==> config.mk <==
export PLATFORM = sky130hd
export DESIGN_NAME = operand_select_pipe
export DESIGN_NICKNAME = d
export VERILOG_FILES = /design/src/rtl/operand_select_pipe.sv
export SDC_FILE = /design/constraint.sdc
export NUM_CORES = 1
export LEC_CHECK = 0
export BUFFER_PORTS_ARGS = -buffer_cell sky130_fd_sc_hd__buf_2
export CORE_MARGIN = 8
export CORE_UTILIZATION = 44
export CTS_CLUSTER_SIZE = 8
export DETAILED_ROUTE_END_ITERATION = 6
export HOLD_SLACK_MARGIN = 0.08
export PLACE_DENSITY = 0.88
export SLEW_MARGIN = 20
export SYNTH_ARGS = -nofsm -noshare
export SYNTH_HDL_FRONTEND = slang
export SYNTH_SLANG_ARGS = --single-unit
export TNS_END_PERCENT = 5
==> constraint.sdc <==
create_clock -name clk -period 2.6 [get_ports clk]
set_clock_uncertainty 0.1 [all_clocks]
set_input_delay 0.65 -clock clk [delete_from_list [all_inputs] [get_ports clk]]
set_output_delay 0.65 -clock clk [all_outputs]
set_load 0.02 [all_outputs]
==> src/rtl/operand_select_pipe.sv <==
`default_nettype none
// ============================================================================
//  Module      : operand_select_pipe
//  Description : Registered operand-A source select for the execute path.
//                A one-hot opcode vector picks RS1, RS2, immediate or zero.
//                The chosen operand and its sideband tag enter a 2-entry
//                skid buffer with valid/ready handshakes on both sides.
//                Illegal select vectors yield a zero operand, are flagged
//                on the entry, and are counted in a saturating counter.
//  Options     : OPSEL_FWD_EN - adds a single-source forwarding port that
//                can override rs1_data in the push cycle.
//  Revision    : 1.0 - initial release
// ============================================================================
module operand_select_pipe #(
    parameter int                   DATA_W    = 32,
    parameter int                   NUM_OPS   = 20,
    parameter int                   TAG_W     = 5,
    parameter logic [NUM_OPS-1:0]   RS1_MASK  = 20'hC17F7,
    parameter logic [NUM_OPS-1:0]   RS2_MASK  = 20'h00008,
    parameter logic [NUM_OPS-1:0]   IMM_MASK  = 20'h00000,
    parameter logic [NUM_OPS-1:0]   ZERO_MASK = 20'h02800,
    parameter int                   CNT_W     = 8
) (
    input  logic                clk,
    input  logic                reset,
    input  logic                in_valid,
    output logic                in_ready,
    input  logic [NUM_OPS-1:0]  select,
    input  logic [DATA_W-1:0]   rs1_data,
    input  logic [DATA_W-1:0]   rs2_data,
    input  logic [DATA_W-1:0]   imm_data,
    input  logic [TAG_W-1:0]    rs1_addr,
    input  logic [TAG_W-1:0]    in_tag,
`ifdef OPSEL_FWD_EN
    input  logic                fwd_valid,
    input  logic [TAG_W-1:0]    fwd_addr,
    input  logic [DATA_W-1:0]   fwd_data,
`endif
    output logic                out_valid,
    input  logic                out_ready,
    output logic [DATA_W-1:0]   out_operand,
    output logic [TAG_W-1:0]    out_tag,
    output logic                out_illegal,
    output logic [CNT_W-1:0]    illegal_cnt
);

    localparam logic [NUM_OPS-1:0] c_sel_one   = NUM_OPS'(1);
    localparam logic [NUM_OPS-1:0] c_any_mask  = RS1_MASK | RS2_MASK | IMM_MASK | ZERO_MASK;
    localparam logic [CNT_W-1:0]   c_cnt_max   = '1;
    localparam logic [CNT_W-1:0]   c_cnt_one   = CNT_W'(1);

    // Buffer occupancy: EMPTY(0), ONE(1), FULL(2)
    typedef enum logic [1:0] {
        ST_EMPTY = 2'd0,
        ST_ONE   = 2'd1,
        ST_FULL  = 2'd2
    } state_t;

    state_t                 r_state;
    state_t                 w_state_next;

    // Head entry drives the outputs directly; tail holds the younger entry.
    logic [DATA_W-1:0]      r_head_op;
    logic [TAG_W-1:0]       r_head_tag;
    logic                   r_head_ill;
    logic [DATA_W-1:0]      r_tail_op;
    logic [TAG_W-1:0]       r_tail_tag;
    logic                   r_tail_ill;
    logic [CNT_W-1:0]       r_illegal_cnt;

    logic                   w_push;
    logic                   w_pop;
    logic                   w_one_hot;
    logic                   w_mapped;
    logic                   w_legal;
    logic [DATA_W-1:0]      w_rs1_src;
    logic [DATA_W-1:0]      w_new_op;

    // Handshake terms; in_ready depends only on registered occupancy
    assign in_ready  = (r_state != ST_FULL) && !reset;
    assign out_valid = (r_state != ST_EMPTY);
    assign w_push    = in_valid && in_ready;
    assign w_pop     = out_valid && out_ready;

    assign out_operand = r_head_op;
    assign out_tag     = r_head_tag;
    assign out_illegal = r_head_ill;
    assign illegal_cnt = r_illegal_cnt;

`ifdef OPSEL_FWD_EN
    // Forwarded result overrides the register file value for a matching, non-zero index
    always_comb begin
        w_rs1_src = rs1_data;
        if (fwd_valid && (fwd_addr == rs1_addr) && (fwd_addr != '0)) begin
            w_rs1_src = fwd_data;
        end
    end
`else
    // Without forwarding the source index carries no information
    logic w_unused_rs1_addr;
    assign w_unused_rs1_addr = ^rs1_addr;

    // Register file value is always the RS1 source
    always_comb begin
        w_rs1_src = rs1_data;
    end
`endif

    // Source decode: exactly one bit set and that bit must map to a source
    always_comb begin
        w_one_hot = (select != '0) && ((select & (select - c_sel_one)) == '0);
        w_mapped  = |(select & c_any_mask);
        w_legal   = w_one_hot && w_mapped;
        w_new_op  = '0;
        if (w_legal) begin
            if (|(select & RS1_MASK)) begin
                w_new_op = w_rs1_src;
            end else if (|(select & RS2_MASK)) begin
                w_new_op = rs2_data;
            end else if (|(select & IMM_MASK)) begin
                w_new_op = imm_data;
            end else begin
                w_new_op = '0;
            end
        end
    end

    // Occupancy state register
    always_ff @(posedge clk) begin
        if (reset) begin
            r_state <= ST_EMPTY;
        end else begin
            r_state <= w_state_next;
        end
    end

    // Occupancy next-state from push/pop; FULL never sees a push
    always_comb begin
        w_state_next = r_state;
        case (r_state)
            ST_EMPTY: begin
                if (w_push) w_state_next = ST_ONE;
            end
            ST_ONE: begin
                if (w_push && !w_pop)      w_state_next = ST_FULL;
                else if (!w_push && w_pop) w_state_next = ST_EMPTY;
            end
            ST_FULL: begin
                if (w_pop) w_state_next = ST_ONE;
            end
            default: w_state_next = ST_EMPTY;
        endcase
    end

    // Entry storage; the head only changes on a push into an empty slot or a pop
    always_ff @(posedge clk) begin
        if (reset) begin
            r_head_op  <= '0;
            r_head_tag <= '0;
            r_head_ill <= 1'b0;
            r_tail_op  <= '0;
            r_tail_tag <= '0;
            r_tail_ill <= 1'b0;
        end else begin
            case (r_state)
                ST_EMPTY: begin
                    if (w_push) begin
                        r_head_op  <= w_new_op;
                        r_head_tag <= in_tag;
                        r_head_ill <= !w_legal;
                    end
                end
                ST_ONE: begin
                    if (w_push && w_pop) begin
                        r_head_op  <= w_new_op;
                        r_head_tag <= in_tag;
                        r_head_ill <= !w_legal;
                    end else if (w_push) begin
                        r_tail_op  <= w_new_op;
                        r_tail_tag <= in_tag;
                        r_tail_ill <= !w_legal;
                    end
                end
                ST_FULL: begin
                    if (w_pop) begin
                        r_head_op  <= r_tail_op;
                        r_head_tag <= r_tail_tag;
                        r_head_ill <= r_tail_ill;
                    end
                end
                default: begin
                    r_head_op  <= '0;
                    r_head_tag <= '0;
                    r_head_ill <= 1'b0;
                end
            endcase
        end
    end

    // Saturating count of accepted illegal selects
    always_ff @(posedge clk) begin
        if (reset) begin
            r_illegal_cnt <= '0;
        end else if (w_push && !w_legal && (r_illegal_cnt != c_cnt_max)) begin
            r_illegal_cnt <= r_illegal_cnt + c_cnt_one;
        end
    end

endmodule
`default_nettype wire

==> impl_results.md, run 1 <==
* Final setup violation count at 14
* Worst slew pin tran at 0.555 ns
* Nets at 838
* Initial antenna violation count at 0
* Die height at 115 um
* Die W at 115 um
* Post-DR vias/cell at 5.74
* Main synth FF type: dfxtp_1
* Failing checks: DRC, setup timing
* Fill cell count at 855
* Fin crit period at 2.76 ns
* Pin count of the biggest net entering global routing at 48
* Initial core utilization at 44.9%
* Critical path endpoint category: flop
* Mean Syn Cell Area at 7.96 um2
* Kind of critical path: input port to flop
* Placed cell area at 5550 um2
* Most common cell after layout, fill and taps aside: buf_2
* CTS buffer count at 9
* Synth warn at 0
* DP HPWL at 10.4 mm
* Clk sinks at 86
* DR vias at 4827
* Max clock buf depth at 2
* DR pass1 iterations at 7
* P per Cell Area at 447 nW/um2
* Clock root cell: clkbuf_8
* # rows at 36
* Cell area after synthesis at 4330 um2
* Worst Path Required at 2.79 ns
* Sequential element share of the synthesized area at 39.8%
* Synthesis-stage register bit count at 86
* N_diodes at 0
* GRT overflow at 0
* WP buf/inv at 2
* RePlAce Congestion at 0.896
* Routed wire length at 13.9 mm
* Placed cells at 825
* H-tree Lvls at 3
* Max_cap viols at 0
* Share of synthesized flip-flops with an asynchronous set or reset at 0%
* Worst-path fanout max at 13
* Post-synth cell types at 45
* First-pass GRT wire length at 22.3 mm
* Hold Vio Cnt, Final at 0
* Clock slew at reported path FFs at 0.08 ns
* Layout area overhead at 34.1%
* Crit-path leading delay family: simple AND/OR/NAND/NOR gates
* CP max-delay cell: or4_4
* Share of cells above drive strength 1 at 32.6%
* HP Class: flop to flop
* Die area at 13300 um2
* Drt drc at 11
* Mapped Cells at 544
* Syn_nets at 678
* Design area at 5810 um2
* Routed len/inst at 16.6 um
* Port Buffers at 140
* WP data arrival at 2.95 ns
* Status: finished, violations left
* Core Box Area at 9640 um2
* CTS tree: built
* Drt first-iter violations at 365
* Antenna Nets Post-Route at 0
* CP Cell Sequence: buf_6 > nor4_4 > nand4_2 > buf_6 > o32ai_1 > o22ai_2 > or4_4 > or3_1 > a21oi_1
* Setup TNS at -1.84 ns
* Worst vdd ir at 0.201 mV
* Fin crit share at 106%
* Slew margin rel. at 63.0%
* Most frequent cells in the layout: 138 x buf_2, 86 x dfxtp_1, 83 x a21oi_1
* Worst setup SP type: input port
* CP peak stage delay at 0.64 ns
* Total track usage at 20.8%
* Leak Pwr at 2.49 nW
* Post-route insts no fill at 841
* Fmax at 362 MHz
* Crit path top cell by count: buf_6
* Vias in the first global route at 4811
* Number of flops mapped to enable cells by yosys at 0
* RSZ-0062 raised after global routing: yes
* Fin. max-slew vios at 0
* Clock Latency Late Sink at 0.36 ns
* Worst setup margin at -0.161 ns
* I/O pins at 178
synth_stat cells (2+ instances only):
library cell / n / area share (%)
a211oi_1: 7 / 1.2
a21oi_1: 84 / 9.7
a31oi_1: 33 / 4.8
and2_1: 3 / 0.43
and3_1: 35 / 5.1
buf_1: 2 / 0.17
clkbuf_1: 43 / 3.7
dfxtp_1: 86 / 40
ha_1: 4 / 1.2
inv_1: 3 / 0.26
mux2i_1: 2 / 0.46
nand2_1: 54 / 4.7
nand2b_1: 3 / 0.43
nand3_1: 6 / 0.69
nand3b_1: 22 / 3.8
nand4_1: 5 / 0.72
nor2_1: 20 / 1.7
nor2b_1: 8 / 1.2
nor3_1: 3 / 0.35
nor3_2: 2 / 0.46
nor3b_1: 32 / 5.6
nor4_1: 2 / 0.29
nor4_2: 2 / 0.58
o211ai_1: 2 / 0.35
o21ai_0: 18 / 2.1
o21ai_1: 23 / 2.7
o311ai_1: 3 / 0.61
o41ai_1: 3 / 0.61
or2_2: 2 / 0.29
or3_1: 16 / 2.3
or4_1: 2 / 0.35
report_power, final:
group | internal [mW] | switching, mW | leakage, nW
registers | 1.33 | 0.0112 | 0.694
logic | 0.147 | 0.189 | 1.70
clock network | 0.462 | 0.459 | 0.0952
area by class of cell:
cell class,instances,area [um2],share of cell area [%]
flip-flops and latches,86,1720,29.7
well taps,133,166,2.87
repair buffers,195,1220,21.1
clock buffers,11,141,2.44
inverters,3,11.3,0.194
clock inverters,4,47.5,0.819
multi-input cells,409,2490,42.9
repair_timing:
| item | 4_1_cts | 5_1_grt |
|---|---|---|
| hold endpoints to repair | 0 | 0 |
| endpoints found under the setup margin | 20 | 69 |
| gates resized for setup | 2 | 18 |
| hold buffers | 0 | 0 |
| buffers inserted | 0 | 1 |
| pin swaps | 1 | 11 |
worst reg2reg max path: cells and delay by family, from the launching register on:
kind	cells	cell delay, ns
compound gates	4	0.59
fa+ha+maj	1	0.18
buf+inv	2	0.27
flops	1	0.40
simple gates	3	0.72
through the flow:
stage	power (mW)	util [%]	hold WS [ns]	worst slack, ns
floorplan	1.52	-	0.332	-0.156
global placement	1.69	57.6	0.338	-0.439
detailed placement	1.70	57.6	0.347	-0.526
CTS	2.61	59.6	0.359	-0.134
global route	2.72	60.2	0.380	-0.288
finish	2.60	60.2	0.357	-0.161
worst paths after layout:
kind,depth (start not counted),startpoint,to,slack [ns]
min,2,r_tail_op[13],r_tail_op[13],0.36
max reg2reg,10,r_state[0],out_operand[15],0.29
min reg2reg,2,r_tail_op[13],r_tail_op[13],0.36
max,9,select[9],r_tail_op[19],-0.16
layer usage:
layer / track usage, % / part of all wire [%] / vias to the layer above
met1: 22.5 / 39 / 2221
met2: 36.2 / 49 / 252
li1: - / - / 2319
met3: 6.30 / 9.8 / 35
met4: 9.81 / 2.6 / 0
met5: 0 / 0 / -
cells by family after synthesis:
group / after synthesis / share of synthesized area [%]
adder cells (fa/ha/maj): 4 / 1.16
multiplexers: 2 / 0.463
buffers and inverters: 49 / 4.42
flip-flops: 86 / 39.8
AND/OR/NAND/NOR: 222 / 30.5
AO/OA/AOI/OAI: 181 / 23.6
sequential cells by signal (all words and copies together) (netlist names):
signal	flops
out_operand	32
out_tag	5
r_tail_ill	1
out_illegal	1
r_tail_op	32
illegal_cnt	8
r_tail_tag	5
r_state	2
(Power assumes the default switching activity.)
==> run 2, diff against run 1 <==
- ABC_AREA: not set -> 1
- CORE_UTILIZATION: 44 -> 54
- PLACE_DENSITY: 0.88 -> 0.95
- clock period: 2.6 -> 3.3 ns (I/O delays scaled with it)
==> run 2 against run 1 <==
Effect of this change: the flow now finishes without violations; non-clock buffer count decreased by 43; synthesized cell count grew 27%; worst setup slack better by 0.81 ns; combinational power is 37% higher; flip-flop and latch count did not move; core utilization grew 5.8 points; clock power rose by 0.5%; via count increased by 1.7%; first-iteration DRC count shrank 30%; die area fell by 9.4%; critical endpoint is now r_tail_op[13].
==> impl_results.md, run 2 <==
* Worst setup margin at 0.647 ns
* Fill cell count at 783
* Critical path origin: r_state[1]
* Max_cap viols at 0
* Clock Latency Late Sink at 0.35 ns
* Fin. max-slew vios at 0
* Clk sinks at 86
* Design area at 5670 um2
* Die height at 110 um
* Nets at 938
* Drt drc at 0
* Synth warn at 0
* Layout area overhead at 19.9%
* # rows at 34
* Design Power at 2.52 mW
* Post-synth cell types at 31
* Antenna Nets Post-Route at 0
* WL met2 at 6.22 mm
* Routed wire length at 12.7 mm
* Sequential element share of the synthesized area at 36.4%
* H-tree Lvls at 3
* Worst-path fanout max at 40
* Placed cell area at 5420 um2
* Hold_ws at 0.369 ns
* HP Class: flop to flop
* Cell area after synthesis at 4730 um2
* Core Box Area at 8590 um2
* Clock slew at reported path FFs at 0.09 ns
* First-pass GRT wire length at 21.1 mm
* FF-to-FF Start: r_state[1]
* Pin count of the biggest net entering global routing at 65
* Post-synth top area cell: dfxtp_1
* Fin crit period at 2.65 ns
* Final setup violation count at 0
* Drt first-iter violations at 255
* Initial antenna violation count at 1
* Setup TNS at 0 ns
* Clock root cell: clkbuf_8
* Routed len/inst at 13.9 um
* R2r endpoint: r_tail_op[13]
* Syn_nets at 823
* DR vias at 4908
* Resized Gates After CTS at 0
* # Post-CTS Setup Buffers at 0
* Share of cells above drive strength 1 at 27.3%
* Kind of critical path: flop to flop
* CTS tree: built
* Die W at 110 um
* P per Cell Area at 445 nW/um2
* Placed cells at 901
* Mean Syn Cell Area at 6.87 um2
* RSZ-0062 raised after global routing: no
* Mapped Cells at 689
* WP data arrival at 2.79 ns
* Routed met3 length at 981 um
* Max clock buf depth at 2
* Met1 wire length at 5.37 mm
* Number of flops mapped to enable cells by yosys at 0
* Post-route insts no fill at 918
* Status: complete, no violations
* GRT overflow at 0
* DP HPWL at 9.08 mm
* FF-to-FF setup slack at 0.65 ns
* Main synth FF type: dfxtp_1
* Leak Pwr at 2.43 nW
* Place WS at 0.455 ns
* I/O pins at 178
* Fmax at 377 MHz
* Worst vdd ir at 0.233 mV
* Slew margin rel. at 42.8%
* Most common cell after layout, fill and taps aside: nand2_1
* Top cells by area, synth: dfxtp_1 36%, nand2_1 12%, a21oi_1 12%
* Worst Reg-to-Reg Cells at 11
* DR top layer: met4
* Vias in the first global route at 4667
* Share of the synthesized area in the top cell type at 36.4%
* Worst Path Required at 3.43 ns
* Most frequent cell after synthesis: nand2_1
* Most frequent cells in the layout: 156 x nand2_1, 140 x buf_2, 116 x a21oi_1
* Fin util at 66.0%
* Total track usage at 21.3%
* Critical path endpoint category: flop
* CTS buffer count at 9
* Die area at 12000 um2
* DR pass1 iterations at 4
* Critical Path End: r_tail_op[13]
* Post-DR vias/cell at 5.35
* Fin crit share at 80.4%
* Initial core utilization at 55.1%
* List of most frequent post-synthesis cells: 156 x nand2_1, 116 x a21oi_1, 86 x dfxtp_1
* Share of synthesized flip-flops with an asynchronous set or reset at 0%
* Worst slew pin tran at 0.853 ns
* Synthesis-stage register bit count at 86
* RePlAce Congestion at 0.931
* Worst setup SP type: flop
* Hold Vio Cnt, Final at 0
* Hold Buf Count CTS at 0
* Port Buffers at 140
run 2: cell types whose count changed after synthesis, moves of 19 or more:
cell      change
a31oi_1      -26
nand2_1     +102
nand3b_1     -22
o21ai_1      -21
and3_1       -35
a21oi_2      +28
o21ai_0      +54
nand3_1      +28
a21oi_1      +32
nor3b_1      -32
inv_1        +19
nor2_1       +56
run 2: critical path, stage by stage, from the launching register on:
cell	delay, ns
dfxtp_1	0.36
inv_2	0.18
nor2_4	0.48
nor2_1	0.11
nand2_1	0.14
inv_1	0.10
ha_1	0.21
nand2_1	0.19
clkinv_1	0.12
buf_4	0.25
o21ai_0	0.23
a21oi_1	0.07
run 2: cells by family (layout without fill, tap and decap cells):
| family | Yosys count | in the layout | synth area share (%) |
|---|---|---|---|
| xor+xnor | 6 | 6 | 1.11 |
| buf+inv | 73 | 193 | 7.67 |
| simple gates | 293 | 293 | 27.3 |
| flops | 86 | 86 | 36.4 |
| compound gates | 227 | 227 | 26.5 |
| other cells | 0 | 1 | 0 |
| fa+ha+maj | 4 | 4 | 1.06 |
run 2: metal layers:
metal / up-vias / global-route usage (%)
met2: 148 / 37.0
met5: - / 0
li1: 2531 / -
met1: 2217 / 25.7
met4: 0 / 7.52
met3: 12 / 4.16
run 2: worst min path at each step:
stage	end	from	cells after the start
6_report	r_tail_tag[1]	r_tail_tag[1]	2
5_1_grt	r_tail_tag[4]	r_tail_tag[4]	2
4_1_cts	r_tail_tag[0]	r_tail_tag[0]	2
3_5_place_dp	r_tail_tag[2]	r_tail_tag[2]	2
3_3_place_gp	r_tail_tag[2]	r_tail_tag[2]	2
2_1_floorplan	r_state[0]	r_state[0]	1
run 2: report_power, final:
part / switching, mW / total (mW) / internal, mW
combinational: 0.297 / 0.461 / 0.164
clock: 0.410 / 0.926 / 0.515
sequential: 0.0316 / 1.14 / 1.11
total: 0.739 / 2.52 / 1.79
run 2: layout make-up:
class / instances / area (um2) / share of cell area [%]
Multi-Input combinational cell: 530 / 2650 / 46.8
Timing Repair Buffer: 152 / 816 / 14.4
Clock inverter: 7 / 128 / 2.25
Sequential cell: 86 / 1720 / 30.3
Tap cell: 108 / 135 / 2.38
Antenna cell: 1 / 2.50 / 0.0441
Inverter: 25 / 93.8 / 1.65
Clock buffer: 9 / 124 / 2.18
==> run 3, diff against run 2 <==
- CORE_UTILIZATION: 54 -> 45
- PLACE_DENSITY: 0.95 -> 0.88
- clock period: 3.3 -> 2.4 ns (I/O delays scaled with it)
==> run 3 against run 2 <==
Effect of this change: critical path type is now input port to flop; register-to-register slack lost 0.23 ns; worst setup slack got worse by 0.30 ns; largest power group unchanged; sequential share of layout area fell by 0.88 points; clock power grew 6.4%; global-route usage down 2.2 points; critical path depth grew 2; combinational power increased by 43%; non-clock buffer count rose by 22; sequential power grew 38%.
==> impl_results.md, run 3 (synthesis results as in run 2) <==
* Status: complete, no violations
* Critical path endpoint category: flop
* CP max-delay cell: buf_12
* P per Cell Area at 549 nW/um2
* Post-DR vias/cell at 5.16
* RePlAce Congestion at 0.925
* First-pass GRT wire length at 23.0 mm
* CTS tree: built
* Clock root cell: clkbuf_8
* Worst Path Required at 2.59 ns
* Fin. max-slew vios at 0
* FF-to-FF Start: r_state[0]
* Slew margin rel. at 70.1%
* Kind of critical path: input port to flop
* Critical path origin: select[0]
* DP HPWL at 9.81 mm
* Most frequent cells in the layout: 156 x nand2_1, 140 x buf_2, 116 x a21oi_1
* Share of cells above drive strength 1 at 29.5%
* Nets at 960
* Most common cell after layout, fill and taps aside: nand2_1
* Initial core utilization at 46.0%
* N_diodes at 0
* Clock Latency Late Sink at 0.36 ns
* Routed wire length at 13.5 mm
* Worst setup margin at 0.343 ns
* Layout area overhead at 23.5%
* WP data arrival at 2.25 ns
* Total track usage at 19.1%
* Design area at 5840 um2
* Die height at 119 um
* DR pass1 iterations at 5
* Max_cap viols at 0
* H-tree Lvls at 3
* DR vias at 4990
* Pin count of the biggest net entering global routing at 51
* CTS buffer count at 9
* Placed cell area at 5660 um2
* Hold_sp: r_tail_tag[3]
* Die area at 14000 um2
* RSZ-0062 raised after global routing: no
* Hold_ws at 0.369 ns
* Antenna Nets Post-Route at 0
* GRT overflow at 0
* Core Box Area at 10300 um2
* Max clock buf depth at 2
* # Post-CTS Setup Buffers at 0
* Drt first-iter violations at 488
* Place WS at -0.0315 ns
* Worst slew pin tran at 0.448 ns
* FF-to-FF setup slack at 0.42 ns
* CP Cell Sequence: buf_2 > nor2_4 > nand2_2 > nor2_4 > nand2_1 > nand2_1 > nand2_1 > nor2_2 > nand3_2 > nor2_4 > buf_12 > nand3_1 > a21oi_1
* Port Buffers at 140
* Drt drc at 0
* Hold Vio Cnt, Final at 0
* Die W at 119 um
* Vias in the first global route at 4849
* Leak Pwr at 2.53 nW
* Worst setup SP type: input port
* Fin crit share at 85.7%
* Fmax at 486 MHz
* Hold Buf Count CTS at 0
* Routed len/inst at 14.0 um
* CP peak stage delay at 0.24 ns
* HP Class: flop to flop
* Initial antenna violation count at 0
* Clock slew at reported path FFs at 0.10 ns
* Final setup violation count at 0
* # rows at 37
* Worst-path fanout max at 50
* Fin crit period at 2.06 ns
* Worst vdd ir at 0.344 mV
* Resized Gates After CTS at 0
* Clk sinks at 86
* I/O pins at 178
## run 3: cell count changes in the layout (fill, tap and decap cells not counted), sizes merged
cell,before,now
clkinv,3,2
bufinv,3,0
diode,1,0
inv,26,30
buf,152,174
## run 3: worst max-delay path: cells and delay by family
| kind | cells | cell delay [ns] |
|---|---|---|
| AOI/OAI and AO/OA | 1 | 0.16 |
| buffers and inverters | 2 | 0.37 |
| and+or+nand+nor | 10 | 1.09 |
## run 3: final cells by class
class | instances | area, um2
clock buffer | 9 | 124
clock inverter | 7 | 62.6
fill | 993 | 4430
inverter | 25 | 93.8
multi-input combinational | 530 | 2650
sequential | 86 | 1720
tap | 136 | 170
timing repair buffer | 174 | 1020
## run 3: power breakdown
group / switching (mW) / total, mW / internal, mW
Clock: 0.583 / 0.985 / 0.402
Sequential: 0.0467 / 1.57 / 1.52
Combinational: 0.415 / 0.658 / 0.244
## run 3: per-stage QoR
step           util (%)  TNS, ns  instances  power [mW]
2_1_floorplan         -        0        689        1.99
3_3_place_gp       55.1        0        951        2.25
3_5_place_dp       55.1   -0.165        951        2.26
4_1_cts            56.9        0        967        3.25
5_1_grt            56.9        0        967        3.40
6_report           56.9        0        967        3.21
## run 3: path summary, 6_finish.rpt
kind                                  endpoint  cells past startpoint
worst max-delay path            out_operand[3]                     13
worst min-delay path             r_tail_tag[3]                      2
worst max register to register    r_tail_op[6]                     10
worst min register to register   r_tail_tag[3]                      2
## run 3: layer usage
layer	track usage (%)	part of all wire (%)	vias up
met5	0	0	-
met4	7.59	2.0	0
met3	4.28	6.0	25
met2	32.5	48	170
met1	23.0	44	2212
li1	-	-	2583
